**src/rtl/shift_lr_burst.sv**
```systemverilog
// WIDTH-bit left/right shift register with parallel load, rotate and counted burst shifts.
// Optional sign-extending right shift is enabled by defining SHIFT_LR_ARITH_EN.
module shift_lr_burst #(
  parameter int unsigned WIDTH = 8,
  parameter int unsigned CNT_W = $clog2(WIDTH + 1)
) (
  input  logic             clk,
  input  logic             rst_n,
  input  logic             load,
  input  logic [WIDTH-1:0] pdata,
  input  logic             start,
  input  logic             dir,
  input  logic             rotate,
  input  logic             arith,
  input  logic [CNT_W-1:0] count,
  input  logic             si,
  output logic [WIDTH-1:0] q,
  output logic             sol,
  output logic             sor,
  output logic             busy,
  output logic             done
);

  typedef enum logic {StIdle, StShift} state_e;

  state_e             r_state, w_state_d;
  logic [WIDTH-1:0]   r_q, w_q_d;
  logic [CNT_W-1:0]   r_rem, w_rem_d;
  logic               r_dir, w_dir_d;
  logic               r_rot, w_rot_d;
  logic               r_arith, w_arith_d;
  logic               r_done, w_done_d;

  logic [CNT_W-1:0]   w_n;
  logic               w_fill;
  logic [WIDTH-1:0]   w_shifted;

  // Requests longer than the register are clamped to a full-width shift.
  assign w_n = (count > CNT_W'(WIDTH)) ? CNT_W'(WIDTH) : count;

  always_comb begin
    w_fill = r_dir ? (r_rot ? r_q[0] : si) : (r_rot ? r_q[WIDTH-1] : si);
`ifdef SHIFT_LR_ARITH_EN
    if (r_dir && r_arith) w_fill = r_q[WIDTH-1];
`endif
  end

`ifndef SHIFT_LR_ARITH_EN
  logic w_unused_arith;
  assign w_unused_arith = r_arith;
`endif

  assign w_shifted = r_dir ? {w_fill, r_q[WIDTH-1:1]} : {r_q[WIDTH-2:0], w_fill};

  always_comb begin
    w_state_d = r_state;
    w_q_d     = r_q;
    w_rem_d   = r_rem;
    w_dir_d   = r_dir;
    w_rot_d   = r_rot;
    w_arith_d = r_arith;
    w_done_d  = 1'b0;
    unique case (r_state)
      StIdle: begin
        if (load) begin
          w_q_d = pdata;
        end else if (start) begin
          w_dir_d   = dir;
          w_rot_d   = rotate;
          w_arith_d = arith;
          if (w_n == '0) begin
            w_done_d = 1'b1;
          end else begin
            w_rem_d   = w_n;
            w_state_d = StShift;
          end
        end
      end
      StShift: begin
        w_q_d   = w_shifted;
        w_rem_d = r_rem - CNT_W'(1);
        if (r_rem == CNT_W'(1)) begin
          w_state_d = StIdle;
          w_done_d  = 1'b1;
        end
      end
      default: w_state_d = StIdle;
    endcase
  end

  always_ff @(posedge clk) begin
    if (!rst_n) begin
      r_state <= StIdle;
      r_q     <= '0;
      r_rem   <= '0;
      r_dir   <= 1'b0;
      r_rot   <= 1'b0;
      r_arith <= 1'b0;
      r_done  <= 1'b0;
    end else begin
      r_state <= w_state_d;
      r_q     <= w_q_d;
      r_rem   <= w_rem_d;
      r_dir   <= w_dir_d;
      r_rot   <= w_rot_d;
      r_arith <= w_arith_d;
      r_done  <= w_done_d;
    end
  end

  assign q    = r_q;
  assign sol  = r_q[WIDTH-1];
  assign sor  = r_q[0];
  assign busy = (r_state == StShift);
  assign done = r_done;

endmodule

```
**config.mk**
```make
export PLATFORM = sky130hd
export DESIGN_NAME = shift_lr_burst
export DESIGN_NICKNAME = d
export VERILOG_FILES = /design/src/rtl/shift_lr_burst.sv
export SDC_FILE = /design/constraint.sdc
export NUM_CORES = 1
export LEC_CHECK = 0
export CORE_MARGIN = 4
export CORE_UTILIZATION = 49
export CTS_BUF_LIST = sky130_fd_sc_hd__clkbuf_16
export CTS_CLUSTER_DIAMETER = 100
export DETAILED_ROUTE_END_ITERATION = 8
export PLACE_DENSITY = 0.84
export SLEW_MARGIN = 20
export SYNTH_ARGS = -nofsm -noshare
export SYNTH_HDL_FRONTEND = slang
export SYNTH_SLANG_ARGS = --single-unit
```
**constraint.sdc**
```tcl
create_clock -name clk -period 1.9 [get_ports clk]
set_input_delay 0.285 -clock clk [delete_from_list [all_inputs] [get_ports clk]]
set_output_delay 0.285 -clock clk [all_outputs]
set_load 0.01 [all_outputs]
```
== After elaboration in Yosys (flattened, before gate mapping) ==
Index checks and enable logic that the tools add are counted.
Storage, ports and cells
  output and inout bits: 12
  flip-flop bits (word level): 16
  word-level logic and storage cells: 39
  input port bits: 20
Cells by class
  add/sub/neg operators: 1
  reduce and logical (&&, ||, !) cells: 3
  order comparisons: 1
  bitwise gates (word level): 2
  muxes and demuxes: 21
  equal/unequal tests: 5
Operators by type and width (number)
  $mux 4: 4
  $mux 8: 2
  $pmux 8 s2: 1
  $mux 1: 11
  $ne 2x2->1 const B: 4
  $pmux 4 s2: 1
  $reduce_and 3->1: 2
  $eq 4x1->1 const B: 1
  $gt 4x4->1 const B: 1
  $logic_not 4->1: 1
  $pmux 1 s2: 2
  $sub 4x1->4 const B: 1
  $not 1->1: 2

== Longest topological paths before layout ==
Gate-level depths: netlist (run 1).
  depth after elaboration: 7
  gate-level depth with buffers: 5
  gate-level depth less buffers: 5

== Least setup slack after synthesis (run 1) ==
No wires, ideal clock.
  kind: register to register
  start point: register r_rem[0]
  end point: register r_rem[2]
  setup time: 0.123 ns
  clock period less this slack: 1.142 ns
  arrival: 1.019 ns
  setup slack: 0.758 ns
  stages on the path, launching flop included: 6
  buffers on the path: 0
  data required time: 1.777 ns
  path through: dfxtp_1 > inv_1 > ha_1 > and4b_1 > a41oi_1 > o21ai_1
On the way
  longest elaborated chain between the ends: 2
Ends and longest elaborated chain
  start, declared: line 28  | logic [CNT_W-1:0] r_rem, w_rem_d;
  start signal, assigned: line 103  | r_rem <= w_rem_d;
  $sub 4x1->4: line 81  | w_rem_d = r_rem - CNT_W'(1);
  $pmux 4 s2: line 63  | unique case (r_state)
Every way passes these cells.
A chain may end at the register's enable or synchronous reset.

== Worst setup path after layout (run 1) ==
  start point: register r_q[6] (netlist: q[6])
  end point: output q[6]
RTL lines
  start, declared: line 27  | logic [WIDTH-1:0] r_q, w_q_d;
  start signal, assigned: line 102  | r_q <= w_q_d;
  end, declared: line 17  | output logic [WIDTH-1:0] q,
No word-level cell between the ends.

==> metrics.txt, run 1 <==
clk slew on worst S/H paths=approximately 0.05 ns; Clock Latency Late Sink=between 0.2 and 0.3 ns; maximum fanout along the worst path=4; total track usage=0.190; metal2 WL=about 1.2 mm; Critical Path Max Stage Delay=roughly 0.6 ns; CTS tree=done; Syn Nets=approximately 120; worst setup path category=flop to output port; number of global-route vias before repair=approximately 860; setup ws final=between 0.3 and 0.4 ns; Leakage=0.576 nW; CTS max path bufs=2; drc violations=0; RSZ-0062 raised after global routing=false; initial drt markers=7; largest net degree at the start of global routing=26; Via density=around 5.5; clock sink count=16; Top Metal Used=met4; initial antenna violation count=0; CP top delay family=buffers and inverters; H-tree Lvls=1; top-count cell post-synth=dfxtp_1; Inserted Clock Buffers=3; Std-Cell Rows=16; pre-CTS WS=0.277 ns; Via Count=between 800 and 900; hold crit path type=flop to flop; CP Cell Sequence=clkdlybuf4s50_1; P per Cell Area=between 700 and 800 nW/um^2; drt wl/cell=~15 um; Max IR drop VDD=between 0.5 and 0.6 mV; crit path DAT=around 1.3 ns; Max Cap Viol=0; max frequency=645 MHz; Area Overhead vs Synth=39.9%; hold path start=r_rem[3]; Core Area=1940 um^2; Post-layout nets=about 150; dpl hpwl=~1.7 mm; area occupied by multi-input gates=613 um^2; total gr overflow=0; Synth area leader=dfxtp_1; # placed instances=153; Final Util=0.721; IO buf count=30; Power, Total=between 0.001 and 0.0015 W; post-synthesis cell area=1000 um^2; Worst slew margin=0.663; Synth Warn #=0; met1 WL=1.07 mm; cts repair resizes=0; DRT Wirelength=between 2 and 2.5 mm; slew at the pin closest to its max-slew limit=between 0.5 and 0.6 ns; CTS root buffer=clkbuf_16; Hold EP=r_rem[3]; post-route clock period utilization=0.815; Synth top area share=0.320; clk_skew=around 0.00039 ns; post-synthesis register bit count=16; CP endpoint kind=output port; Slew Viols, Final=0; Final setup viols=0; Crit path buffers/inverters=1; Post-synth EDFFs=0; hold depth=2; Worst Reg2Reg Path Length in Cells=4; Post-synth top flop=dfxtp_1; Die H=between 50 and 60 um; Commonest cells post-synth=16 x dfxtp_1, 11 x mux2i_1, 10 x nand2_1; Crit path depth=1; Antenna Cells=0; met3 wire length=about 97 um; status=finished clean; Post-CTS Setup Bufs=0; Reg2Reg Launch Point=busy; # IOs=32; Starting Density=0.515; Cells after Synth=100; crit path time final=roughly 1.5 ns; Cell variety after synth=35; fin cells=~160; antenna-violating nets left=0; fill count=between 100 and 150; Hold Vio Cnt, Final=0; Synth area leaders=dfxtp_1 32%, mux2i_1 11%, mux2_4 9.0%, o211a_1 6.0%, nor2b_1 4.4%; fraction of registers with async set or reset after synthesis=0; Setup TNS=0 ns; average size of a mapped cell=roughly 10 um^2; Critical Path Start Type=flop; CP required=1.62 ns; fraction of the yosys area taken by sequential cells=0.320; worst reg2reg endpoint=r_dir; fraction of layout cells with a size suffix above 1=0.138; critical path's slowest cell=clkdlybuf4s50_1; DIE AREA=around 2800 um^2; Sequential Area=~320 um^2; Post-CTS Hold Fix Bufs=0; Worst R2R Setup Slack=around 0.64 ns; GP Congestion=roughly 0.81; Die W=around 53 um; global-route wire length before repair=3.82 mm; DRT Pass-1 Iters=4
==> state kept, by name, indices dropped and copies added (netlist names) <==
signal,count
r_rot,1
r_rem,4
q,8
r_dir,1
done,1
busy,1
==> cell usage in the layout (no fill, tap or decap), types with 2 or more instances in the layout <==
cell type	Yosys	layout
buf_4	2	3
o21ai_1	2	2
mux2_4	6	6
nand2_1	10	10
ha_1	2	2
o21ai_0	2	2
o211a_1	6	6
clkdlybuf4s50_1	0	30
nor2b_1	7	7
a32oi_1	2	2
mux2i_1	11	11
nor2_1	3	3
o31ai_1	2	2
nand2b_1	2	2
a31oi_1	2	2
dfxtp_1	16	16
clkbuf_16	0	3
inv_1	3	3
==> final cells by class <==
type / count / share of cell area
well taps: 27 / 0.0241
repair buffers: 34 / 0.245
flip-flops and latches: 16 / 0.229
multi-input cells: 73 / 0.438
clock buffers: 3 / 0.0536
clock inverters: 1 / 0.00268
inverters: 3 / 0.00804
==> cells by family after synthesis <==
logic type,after synthesis,share of synthesized area
mux,17,0.200
fa+ha+maj,2,0.0250
compound gates,24,0.186
flops,16,0.320
simple gates,30,0.201
buf+inv,11,0.0675
==> layer usage <==
metal  vias up  track usage
met3         2       0.0592
met2        20        0.320
met1       415        0.217
met4         0       0.0851
met5         -            0
li1        424            -
==> stage by stage <==
step           area (um^2)  hold WS, ns
6_report              1400        0.471
5_1_grt               1400        0.487
4_1_cts               1400        0.474
3_5_place_dp          1320        0.467
3_3_place_gp          1320        0.461
2_1_floorplan         1000        0.434
==> power by group <==
group / switching [W] / internal (W)
registers: 0.0000372 / 0.000366
logic: 0.000100 / 0.000149
clock network: 0.000140 / 0.000280
==> worst register-to-register path, stage by stage (launching register included) <==
cell and delay, ns:
dfxtp_1 0.30, buf_4 0.21, nor3b_4 0.35, mux2i_1 0.23, nor2b_1 0.06
==> worst max-delay path by stage <==
stage,slack [ns],end,from
after detailed placement,0.28,r_dir,load
final,0.35,q[6],q[6]
after global routing,0.33,q[6],q[6]
after floorplan,0.76,r_rem[2],r_rem[0]
after global placement,0.29,r_dir,load
after CTS,0.36,q[6],q[6]
No activity file was read; power rests on OpenSTA's default activity.
==> inputs of run 2 (changes only) <==
--- a/config.mk
+++ b/config.mk
@@ -6,11 +6,11 @@
 export NUM_CORES = 1
 export LEC_CHECK = 0
 export CORE_MARGIN = 4
-export CORE_UTILIZATION = 49
+export CORE_UTILIZATION = 45
 export CTS_BUF_LIST = sky130_fd_sc_hd__clkbuf_16
 export CTS_CLUSTER_DIAMETER = 100
 export DETAILED_ROUTE_END_ITERATION = 8
-export PLACE_DENSITY = 0.84
+export PLACE_DENSITY = 0.78
 export SLEW_MARGIN = 20
 export SYNTH_ARGS = -nofsm -noshare
 export SYNTH_HDL_FRONTEND = slang
==> constraint.sdc (replaced) <==
create_clock -name clk -period 1.5 [get_ports clk]
set_input_delay 0.225 -clock clk [delete_from_list [all_inputs] [get_ports clk]]
set_output_delay 0.225 -clock clk [all_outputs]
set_load 0.01 [all_outputs]
==> run 2 against run 1 <==
  * Power is 26% higher
  * Critical endpoint is now q[0]
  * Via count is 2.8% higher
  * Sequential cell count stayed put
  * Die area up 7.5%
  * Largest power group unchanged
  * Sequential share of layout area shrank 0.47 points
  * Combinational power grew 32%
==> metrics.txt, run 2 (synthesis results as in run 1) <==
slew at the pin closest to its max-slew limit=0.495 ns (was 0.505 ns); IO buf count=30 (unchanged); Critical Path Sink=q[0] (was q[6]); Clk network pwr share=0.380 (was 0.391); initial drt markers=10 (was 7); clk slew on worst S/H paths=0.05 ns (about the same); Critical Path Start Type=flop (unchanged); crit path DAT=1.23 ns (was 1.26 ns); Starting Density=0.490 (was 0.515); Max Cap Viol=0 (unchanged); status=finished clean (unchanged); initial antenna violation count=0 (unchanged); GP Congestion=0.793 (was 0.808); clock sink count=16 (unchanged); fraction of layout cells with a size suffix above 1=0.179 (was 0.138); Via density=5.50 (was 5.48); Clock Latency Late Sink=0.24 ns (was 0.25 ns); Crit path buffers/inverters=1 (unchanged); critical path's slowest cell=clkdlybuf4s50_1 (unchanged); Critical Path Max Stage Delay=0.57 ns (was 0.60 ns); P_int=0.00101 W (was 0.000795 W); Post-CTS Hold Fix Bufs=0 (unchanged); RSZ-0062 raised after global routing=false (unchanged); drt wl/cell=15.6 um (was 14.9 um); Comb power frac=0.243 (was 0.233); clk_skew=0.00156 ns (was 0.000389 ns); global-route wire length before repair=4.24 mm (was 3.82 mm); Die H=55.2 um (was 53.2 um); hold crit path type=flop to flop (unchanged); Antenna Cells=0 (unchanged); CP required=1.27 ns (was 1.62 ns); Worst Reg2Reg Path Length in Cells=5 (was 4); # IOs=32 (unchanged); Crit path depth=1 (unchanged); antenna-violating nets left=0 (unchanged); CTS max path bufs=2 (unchanged); Hold Vio Cnt, Final=0 (unchanged); worst reg2reg endpoint=r_rem[2] (was r_dir); CP endpoint kind=output port (unchanged); CP top delay family=buffers and inverters (unchanged); Final Util=0.703 (was 0.721); Std-Cell Rows=16 (unchanged); H-tree Lvls=1 (unchanged); max reg flops=8 (unchanged); CP Cell Sequence=clkdlybuf4s50_1 (unchanged); DRT Pass-1 Iters=4 (unchanged); Leakage=0.599 nW (was 0.576 nW); number of global-route vias before repair=941 (was 855); total gr overflow=0 (unchanged); Post-layout nets=158 (was 153); worst setup path category=flop to output port (unchanged); Via Count=885 (was 861); Worst slew margin=0.670 (was 0.663); Slew Viols, Final=0 (unchanged); Worst R2R Setup Slack=0.23 ns (was 0.64 ns); Area Overhead vs Synth=43.4% (was 39.9%); most frequent cells in the layout=30 x clkdlybuf4s50_1, 15 x dfxtp_1, 11 x mux2i_1 (was 30 x clkdlybuf4s50_1, 16 x dfxtp_1, 11 x mux2i_1); hold path start=r_rem[3] (unchanged); drc violations=0 (unchanged); DIE AREA=3040 um^2 (was 2830 um^2); maximum fanout along the worst path=5 (was 4); Setup TNS=0 ns (unchanged); CTS tree=done (unchanged); largest net degree at the start of global routing=14 (was 26); max frequency=approximately 690 MHz; Die W=55.2 um (was 53.2 um); Final setup viols=0 (unchanged); Core Area=2040 um^2 (was 1940 um^2); total track usage=0.197 (was 0.190); dpl hpwl=1.90 mm (was 1.67 mm); P per Cell Area=942 nW/um^2 (was 766 nW/um^2); Max IR drop VDD=0.599 mV (was 0.567 mV); fill count=179 (was 149); CTS root buffer=clkbuf_16 (unchanged); most common cell after layout, fill and taps aside=clkdlybuf4s50_1 (unchanged); post-route clock period utilization=0.968; register share of total power=0.377 (was 0.376); Reg2Reg Launch Point=r_rem[0] (was busy); Psw=0.000340 W (was 0.000277 W); worst setup path start=q[0] (was q[6]); Inserted Clock Buffers=3 (unchanged); Switching Fraction=0.251 (was 0.259); DRT Wirelength=2.51 mm (was 2.34 mm); crit path time final=about 1.5 ns
run 2: timing repair:
action / 4_1_cts / 5_1_grt
gates resized for setup: 0 / 1
buffers inserted: 0 / 0
setup endpoints to repair: 0 / 2
run 2: through the flow:
step | power [W] | setup slack, ns | cells | cell area, um^2 | hold WS, ns
2_1_floorplan | 0.000689 | 0.358 | 100 | 1000 | 0.374
3_3_place_gp | 0.000834 | -0.0308 | 158 | 1360 | 0.463
3_5_place_dp | 0.000843 | -0.0429 | 158 | 1360 | 0.483
4_1_cts | 0.00136 | 0.0367 | 161 | 1430 | 0.493
5_1_grt | 0.00142 | 0.0118 | 161 | 1440 | 0.523
6_report | 0.00135 | 0.0485 | 161 | 1440 | 0.490
run 2: how the worst min path moves through the flow:
stage / to / cells after the start
finish: r_rem[3] / 2
global route: r_rem[2] / 2
CTS: r_rem[3] / 2
detailed placement: r_rem[3] / 2
global placement: r_rem[3] / 2
floorplan: r_rem[3] / 2
run 2: power groups by stage:
stage	clock network, W	logic, W	registers (W)
after floorplan	0	0.000171	0.000518
after global placement	0	0.000318	0.000516
after detailed placement	0	0.000326	0.000517
after CTS	0.000519	0.000330	0.000510
after global routing	0.000539	0.000359	0.000518
final	0.000514	0.000329	0.000510
run 2: final cells by class:
type,count,area (um^2),area share
sequential,16,322,0.224
timing repair buffer,39,380,0.265
clock buffer,3,75.1,0.0523
inverter,3,11.3,0.00785
tap,27,33.8,0.0235
multi-input combinational,73,613,0.427
run 2: routing by layer:
metal,part of all wire,vias to the layer above,wire length [um],global-route usage
met2,0.53,18,1330,0.352
met3,0.036,2,91,0.0375
met4,0.0052,0,13,0.0688
met1,0.43,429,1070,0.231
li1,-,436,-,-
met5,0,-,0,0
==> inputs of run 3 (changes only) <==
--- a/config.mk
+++ b/config.mk
@@ -5,12 +5,13 @@
 export SDC_FILE = /design/constraint.sdc
 export NUM_CORES = 1
 export LEC_CHECK = 0
+export CAP_MARGIN = 15
 export CORE_MARGIN = 4
 export CORE_UTILIZATION = 45
 export CTS_BUF_LIST = sky130_fd_sc_hd__clkbuf_16
 export CTS_CLUSTER_DIAMETER = 100
 export DETAILED_ROUTE_END_ITERATION = 8
-export PLACE_DENSITY = 0.78
+export PLACE_DENSITY_LB_ADDON = 0.05
 export SLEW_MARGIN = 20
 export SYNTH_ARGS = -nofsm -noshare
 export SYNTH_HDL_FRONTEND = slang
==> run 3 against run 2 <==
  * Via count is 1.0% lower
  * Sequential power is essentially flat
  * Highest routed layer unchanged
  * Largest power group unchanged
  * Core utilization up 0.18 points
  * Power decreased by 0.59%
  * Final cell count is 0.62% lower
==> metrics.txt, run 3 (synthesis results as in run 1) <==
Worst Reg2Reg Path Length in Cells=5 (unchanged); Comb power frac=0.238 (was 0.243); Final Hold Slack=0.488 ns (was 0.490 ns); clk_skew=0.00307 ns (was 0.00156 ns); IO buf count=30 (unchanged); cts repair resizes=0 (unchanged); Clk network pwr share=0.382 (was 0.380); DRT Wirelength=2.24 mm (was 2.51 mm); most frequent cells in the layout=30 x clkdlybuf4s50_1, 16 x dfxtp_1, 11 x mux2i_1 (was 30 x clkdlybuf4s50_1, 15 x dfxtp_1, 11 x mux2i_1); Max IR drop VDD=0.674 mV (was 0.599 mV); fin cells=160 (was 161); crit path time final=1.43 ns (was 1.45 ns); Post-layout nets=157 (was 158); # placed instances=157 (was 158); max reg flops=8 (unchanged); Post-CTS Setup Bufs=0 (unchanged); Critical Path Max Stage Delay=0.57 ns (about the same); maximum fanout along the worst path=4 (was 5); pre-CTS WS=-0.0601 ns (was -0.0429 ns); Max Cap Viol=0 (unchanged); Core Area=2040 um^2 (unchanged); CTS tree=done (unchanged); initial antenna violation count=0 (unchanged); register share of total power=0.380 (was 0.377); drt wl/cell=14.0 um (was 15.6 um); P_int=0.00101 W (about the same); CTS root buffer=clkbuf_16 (unchanged); post-route clock period utilization=0.955 (was 0.968); slew at the pin closest to its max-slew limit=0.485 ns (was 0.495 ns); worst setup path category=flop to output port (unchanged); RSZ-0062 raised after global routing=false (unchanged); Slew Viols, Final=0 (unchanged); drc violations=0 (unchanged); Clock Latency Late Sink=0.25 ns (was 0.24 ns); CP required=1.27 ns (about the same); total track usage=0.165 (was 0.197); hold depth=2 (unchanged); number of global-route vias before repair=770 (was 941); Psw=0.000332 W (was 0.000340 W); Crit path buffers/inverters=1 (unchanged); fin area=1440 um^2 (about the same); global-route wire length before repair=3.49 mm (was 4.24 mm); largest net degree at the start of global routing=25 (was 14); Inserted Clock Buffers=3 (unchanged); Via Count=876 (was 885); # IOs=32 (unchanged); H-tree Lvls=1 (unchanged); GP Congestion=0.784 (was 0.793); Starting Density=0.490 (unchanged); Area Overhead vs Synth=43.8% (was 43.4%); DRT Pass-1 Iters=4 (unchanged); initial drt markers=14 (was 10); Hold Vio Cnt, Final=0 (unchanged); Die H=55.2 um (unchanged); setup ws final=0.0668 ns (was 0.0485 ns); clk slew on worst S/H paths=0.05 ns (about the same); Std-Cell Rows=16 (unchanged); Post-CTS Hold Fix Bufs=0 (unchanged); Worst slew margin=0.676 (was 0.670); Die W=55.2 um (unchanged); Switching Fraction=0.247 (was 0.251); clock sink count=16 (unchanged); antenna-violating nets left=0 (unchanged); fill count=168 (was 179); Via density=5.48 (was 5.50); fraction of layout cells with a size suffix above 1=0.165 (was 0.179); CP Cell Sequence=clkdlybuf4s50_1 (unchanged); max frequency=698 MHz (was 689 MHz); DIE AREA=3040 um^2 (unchanged); Leakage=0.599 nW (about the same); Power, Total=0.00134 W (was 0.00135 W); status=finished clean (unchanged); P per Cell Area=934 nW/um^2 (was 942 nW/um^2); Crit path depth=1 (unchanged); most common cell after layout, fill and taps aside=clkdlybuf4s50_1 (unchanged); crit path DAT=1.21 ns (was 1.23 ns); Final setup viols=0 (unchanged); hold crit path type=flop to flop (unchanged); Critical Path Start Type=flop (unchanged); dpl hpwl=1.68 mm (was 1.90 mm); total gr overflow=0 (unchanged); critical path's slowest cell=clkdlybuf4s50_1 (unchanged); CP endpoint kind=output port (unchanged); DP Area=1360 um^2 (about the same); Antenna Cells=0 (unchanged); CP top delay family=buffers and inverters (unchanged); CTS max path bufs=2 (unchanged)
## run 3: power groups by stage
stage | Sequential, W | Combinational, W | Clock [W]
after floorplan | 0.000518 | 0.000171 | 0
after global placement | 0.000517 | 0.000317 | 0
after detailed placement | 0.000519 | 0.000322 | 0
after CTS | 0.000510 | 0.000324 | 0.000527
after global routing | 0.000516 | 0.000351 | 0.000543
final | 0.000511 | 0.000321 | 0.000513
## run 3: final timing paths
kind | startpoint | endpoint | slack (ns)
worst min register to register | r_rem[3] | r_rem[3] | 0.49
worst max-delay path | q[5] | q[5] | 0.07
worst max register to register | r_rem[0] | r_rem[2] | 0.28
worst min-delay path | r_rem[3] | r_rem[3] | 0.49
## run 3: layout make-up
cell class | count | area [um^2] | area share
sequential | 16 | 320 | 0.223
timing repair buffer | 38 | 385 | 0.268
inverter | 3 | 11.3 | 0.00783
tap | 27 | 33.8 | 0.0235
multi-input combinational | 73 | 613 | 0.426
clock buffer | 3 | 75.1 | 0.0522
## run 3: per-layer routing
layer	vias to the layer above	routed length, um	track usage	part of all wire
li1	432	-	-	-
met1	415	1040	0.213	0.47
met5	-	0	0	0
met2	23	993	0.248	0.44
met4	0	44	0.0972	0.020
met3	6	160	0.0402	0.071
## run 3: stage by stage
stage | utilization | TNS, ns
floorplan | - | 0
global placement | 0.668 | -0.0934
detailed placement | 0.668 | -0.277
CTS | 0.705 | 0
global route | 0.705 | 0
finish | 0.705 | 0
==> patch 1: new RTL, flow settings as in run 2 <==
Change the parameter `WIDTH` from 8 to 4.
--- a/src/rtl/shift_lr_burst.sv
+++ b/src/rtl/shift_lr_burst.sv
@@ -1,7 +1,7 @@
 // WIDTH-bit left/right shift register with parallel load, rotate and counted burst shifts.
 // Optional sign-extending right shift is enabled by defining SHIFT_LR_ARITH_EN.
 module shift_lr_burst #(
-  parameter int unsigned WIDTH = 8,
+  parameter int unsigned WIDTH = 4,
   parameter int unsigned CNT_W = $clog2(WIDTH + 1)
 ) (
   input  logic             clk,
Interface: changed (resized count, pdata and q); port bits go from 32 to 23. No check against the original RTL was run, so the function may have changed too.
==> patch 1 against run 2 <==
Final area shrank 35%. Critical path type unchanged. Synthesized area shrank 37%. Die area shrank 33%. Sequential share of layout area grew 1.2 points. Register-to-register slack gained 0.10 ns. First-iteration DRC count grew 100%. Worst setup slack gained 0.044 ns. Wire length shrank 39%. Critical endpoint is now q[2]. Largest power group unchanged. Largest cell class unchanged. Sequential cell count shrank 5. Critical path depth is the same. Power shrank 25%. Non-clock buffer count shrank 13.
==> patch 1: results (changes against run 2) <==
Cells and area
  • Number of flip-flops in the largest register: 4 (-4)
  • Layout Nets: 111 (-30%)
  • Share of layout cells above drive strength 1: 12.9% (-5.0 points)
  • Post-layout util: 71.7% (+1.4 points)
  • Filler Cells Inserted: 101 (-44%)

Synthesis
  • Cell variety after synth: 34 (-2.9%)
  • Mux cell area share after synthesis: 6.59% (-13 points)
  • Synth top cells by count: dfxtp_1, nand2_1, a21oi_1, a211oi_1
  • Fraction of registers with async set/reset: 0% (unchanged)
  • Register area share after synthesis: 35.1% (+3.1 points)
  • Synth Area in Compound Gates: 23.2% (+4.5 points)
  • Syn nets: 85 (-30%)
  • Post-synthesis xor/xnor area fraction: 1.40% (+1.4 points)
  • Synth area leader: dfxtp_1
  • Synth top area cells: dfxtp_1, mux2i_1, a211oi_1
  • Adder-Cell Fraction of Synth Area: 3.99% (+1.5 points)

Routing
  • Met3 routed WL: 72 um (-21%)
  • Vias/cell: 5.52 (+0.39%)
  • Met1 wire length: 736 um (-31%)
  • Met2 wire length: 722 um (-46%)
  • Routed WL per cell: 14.3 um (-8.3%)
  • DR iter-0 viols: 20 (+10)

Worst setup path
  • Flop2flop setup slack: 0.33 ns (+0.10 ns)
  • Crit path max fanout: 4 (-1)
  • Slowest-stage cell, CP: clkdlybuf4s50_1
  • Cells on worst reg2reg path: 4 (-1)
  • Data arrival, critical path: 1.18 ns (-0.05 ns)
  • RR Endpoint: r_rem[0]
  • Worst path top cell family by delay: buffers and inverters
  • R2R Path Start: busy

Place
  • Pre-CTS setup slack: -0.0525 ns (-0.00960 ns)
  • Placer Congestion: 0.861 (+8.6%)
  • Port bufs: 21 (-30%)
  • Post-DP HPWL: 1150 um (-39%)
  • Post-DP Area: 855 um^2 (-37%)

STA
  • Worst Skew: 0.00170 ns (+0.000143 ns)
  • Worst Tran Pin Value: 0.319 ns (-0.175 ns)
  • Setup-failing EPs final: 0 (unchanged)

Clocking
  • H-Tree Level Count: 1 (unchanged)
  • CTS root buf: clkbuf_16
  • CTS resizes: 0 (unchanged)
  • Clk_lat worst skew: 0.23 ns

Power
  • Combinational share of power: 19.7% (-4.6 points)
  • Peak supply drop: 0.626 mV (+4.4%)
  • Reg power frac: 33.5% (-4.2 points)
  • P_int: 782 uW (-23%)
  • Leakage: 0.000361 uW (-40%)

Min path
  • Worst hold start: r_rem[2]
  • Hold path depth: 2 (unchanged)
  • Min-Delay Path Class: flop to flop
  • Min-Delay Endpoint: r_rem[2]

Global route
  • Vias in the first global route: 601 (-36%)
  • Met2 usage: 28.0% (-7.3 points)
  • Total GRT Usage: 17.1% (-2.6 points)
  • Global routing usage on met1: 21.3% (-1.8 points)
  • First-pass GRT wire length: 2580 um (-39%)
  • Met3 usage: 3.98% (+0.23 points)
  • Largest net degree at the start of global routing: 15 (+1)

Run status
  • Status: complete, no violations
-- patch 1: per-stage QoR --
stage          hold slack [ns]  cells  power (uW)  setup TNS (ns)
2_1_floorplan            0.361     68         447               0
3_3_place_gp             0.478    104         536         -0.0362
3_5_place_dp             0.502    104         542          -0.144
4_1_cts                  0.504    108        1020               0
5_1_grt                  0.550    108        1060               0
6_report                 0.501    108        1010               0
-- patch 1: worst max-delay path by stage --
stage,cells after the start,slack (ns),startpoint,endpoint
after floorplan,3,0.47,busy,q[2]
after global placement,5,-0.02,load,q[3]
after detailed placement,5,-0.05,load,q[3]
after CTS,1,0.09,q[3],sol
after global routing,1,0.04,q[0],sor
final,1,0.09,q[2],q[2]
-- patch 1: cell type report --
type / count / area [um^2] / area share [%]
well taps: 15 / 18.8 / 2.01
repair buffers: 26 / 248 / 26.5
flip-flops and latches: 11 / 220 / 23.6
multi-input cells: 48 / 353 / 37.8
clock inverters: 1 / 3.75 / 0.402
inverters: 4 / 15.0 / 1.61
clock buffers: 3 / 75.1 / 8.04
==> patch 2: new RTL, flow settings as in run 2 <==
Made on the original files. Register the outputs `sol`, `sor` and `busy`, with the module's reset; this adds one clock of latency there. The other outputs are not delayed to match.
--- a/src/rtl/shift_lr_burst.sv
+++ b/src/rtl/shift_lr_burst.sv
@@ -109,9 +109,17 @@
   end
 
   assign q    = r_q;
-  assign sol  = r_q[WIDTH-1];
-  assign sor  = r_q[0];
-  assign busy = (r_state == StShift);
+  always_ff @(posedge clk) begin
+    if (!rst_n) begin
+      sol  <= '0;
+      sor  <= '0;
+      busy <= '0;
+    end else begin
+      sol  <= r_q[WIDTH-1];
+      sor  <= r_q[0];
+      busy <= (r_state == StShift);
+    end
+  end
   assign done = r_done;
 
 endmodule
Formal check against the unedited RTL: not equivalent (a bounded check fails within 4 cycles, from zero or initial values and one cycle with rst_n low).
==> patch 2 against run 2 <==
Final cell count is 4.3% higher. Critical endpoint unchanged. Synthesized cell count is 2.0% lower. Power is 5.8% higher. Synthesized area is 3.1% lower. First-iteration DRC count is 20% higher. Final area is 2.6% higher. Worst setup slack worse by 0.0079 ns. Wire length is 7.1% lower. Sequential cell count is 3 higher.
==> patch 2: results (changes against run 2) <==
Run status
  • Status: complete, no violations

Global route
  • Total GRT Usage: 18.1% (-1.5 points)
  • Vias in the first global route: 906 (-3.7%)
  • First-pass GRT wire length: 3900 um (-8.1%)
  • Met2 usage: 30.7% (-4.6 points)
  • Global routing usage on met1: 23.0% (-0.075 points)
  • Largest net degree at the start of global routing: 18 (+4)
  • Met3 usage: 1.63% (-2.1 points)

Worst setup path
  • Worst path top cell family by delay: buffers and inverters
  • R2R Path Start: r_rem[0]
  • Cells on worst reg2reg path: 3 (-2)
  • Crit path max fanout: 5 (unchanged)
  • RR Endpoint: r_state

Synthesis
  • Synth top cells by count: dfxtp_1, a211oi_1, mux2i_1, nor2b_1, inv_1
  • Synth top area cells: dfxtp_1, mux2i_1, a211oi_1
  • Post-Syn Instances: 98 (-2.0%)
  • Syn nets: 120 (-1.6%)
  • Fraction of registers with async set/reset: 0% (unchanged)
  • Register area share after synthesis: 39.2% (+7.2 points)
  • Cell variety after synth: 29 (-17%)

Power
  • Peak supply drop: 0.581 mV (-3.1%)
  • Leakage: 0.000563 uW (-6.1%)

Routing
  • Vias/cell: 5.24 (-4.7%)
  • DR iter-0 viols: 12 (+2)
  • Met1 wire length: 1070 um (+0.19%)
  • Routed WL per cell: 13.9 um (-11%)
  • Met2 wire length: 1140 um (-14%)

Min path
  • Min-Delay Path Class: flop to flop
  • Min-Delay Endpoint: r_rem[1]
  • Worst hold start: r_rem[1]

Cells and area
  • Diode count: 0 (unchanged)
  • Share of layout cells above drive strength 1: 21.3% (+3.4 points)
  • Number of flip-flops in the largest register: 8 (unchanged)
  • Filler Cells Inserted: 153 (-15%)
  • Layout Nets: 164 (+3.8%)

STA
  • Worst Skew: 0.00420 ns (+0.00263 ns)
  • Worst Tran Pin Value: 0.477 ns (-0.0177 ns)

Place
  • Post-DP HPWL: 1790 um (-5.7%)
  • Port bufs: 30 (unchanged)
  • Placer Congestion: 0.929 (+17%)
  • Post-DP Area: 1400 um^2 (+2.7%)

Clocking
  • Clock Path Buffers: 2 (unchanged)
-- patch 2: changes by cell type in the layout (fill, tap and decap cells not counted), moves of 4 or more --
| cell | run 2 | this run |
|---|---|---|
| nand2_1 | 10 | 2 |
| o211a_1 | 6 | 0 |
| a211oi_1 | 1 | 13 |
| mux2_2 | 0 | 4 |
| buf_4 | 8 | 16 |
| mux2_4 | 6 | 0 |
-- patch 2: layout make-up --
cell class | instances | area, um^2 | area share [%]
repair buffers | 46 | 417 | 28.3
inverters | 5 | 18.8 | 1.27
clock buffers | 3 | 75.1 | 5.10
multi-input cells | 67 | 542 | 36.8
well taps | 27 | 33.8 | 2.29
clock inverters | 1 | 5.00 | 0.340
flip-flops and latches | 19 | 382 | 25.9
-- patch 2: power breakdown --
| part | switching [uW] | internal, uW |
|---|---|---|
| clock network | 187 | 357 |
| logic | 115 | 183 |
| registers | 43.3 | 546 |
| total | 345 | 1090 |
-- patch 2: cells by family (layout without fill, tap and decap cells) --
group           after synthesis  in the layout  synth area share [%]
compound gates               26             26                  20.6
simple gates                 23             23                  15.7
xor+xnor                      1              1                 0.903
mux                          15             15                  16.0
buf+inv                      12             55                  4.90
flops                        19             19                  39.2
fa+ha+maj                     2              2                  2.58
-- patch 2: metrics by stage --
step	hold slack, ns	setup WS, ns	instances
6_report	0.486	0.0406	168
5_1_grt	0.502	0.0102	168
4_1_cts	0.482	0.0331	168
3_5_place_dp	0.474	-0.299	164
3_3_place_gp	0.480	-0.264	164
2_1_floorplan	0.372	0.150	98
-- patch 2: repair_timing --
action	in CTS	in global routing
setup endpoints to repair	1	2
resized for setup	3	1
endpoints found under the hold margin	0	0
gates cloned	0	0
pin swaps	3	1
-- patch 2: tightest hold or removal path: stages, from the launching register on --
cell	delay [ns]
dfxtp_1	0.32
nand2_1	0.06
mux2i_1	0.06
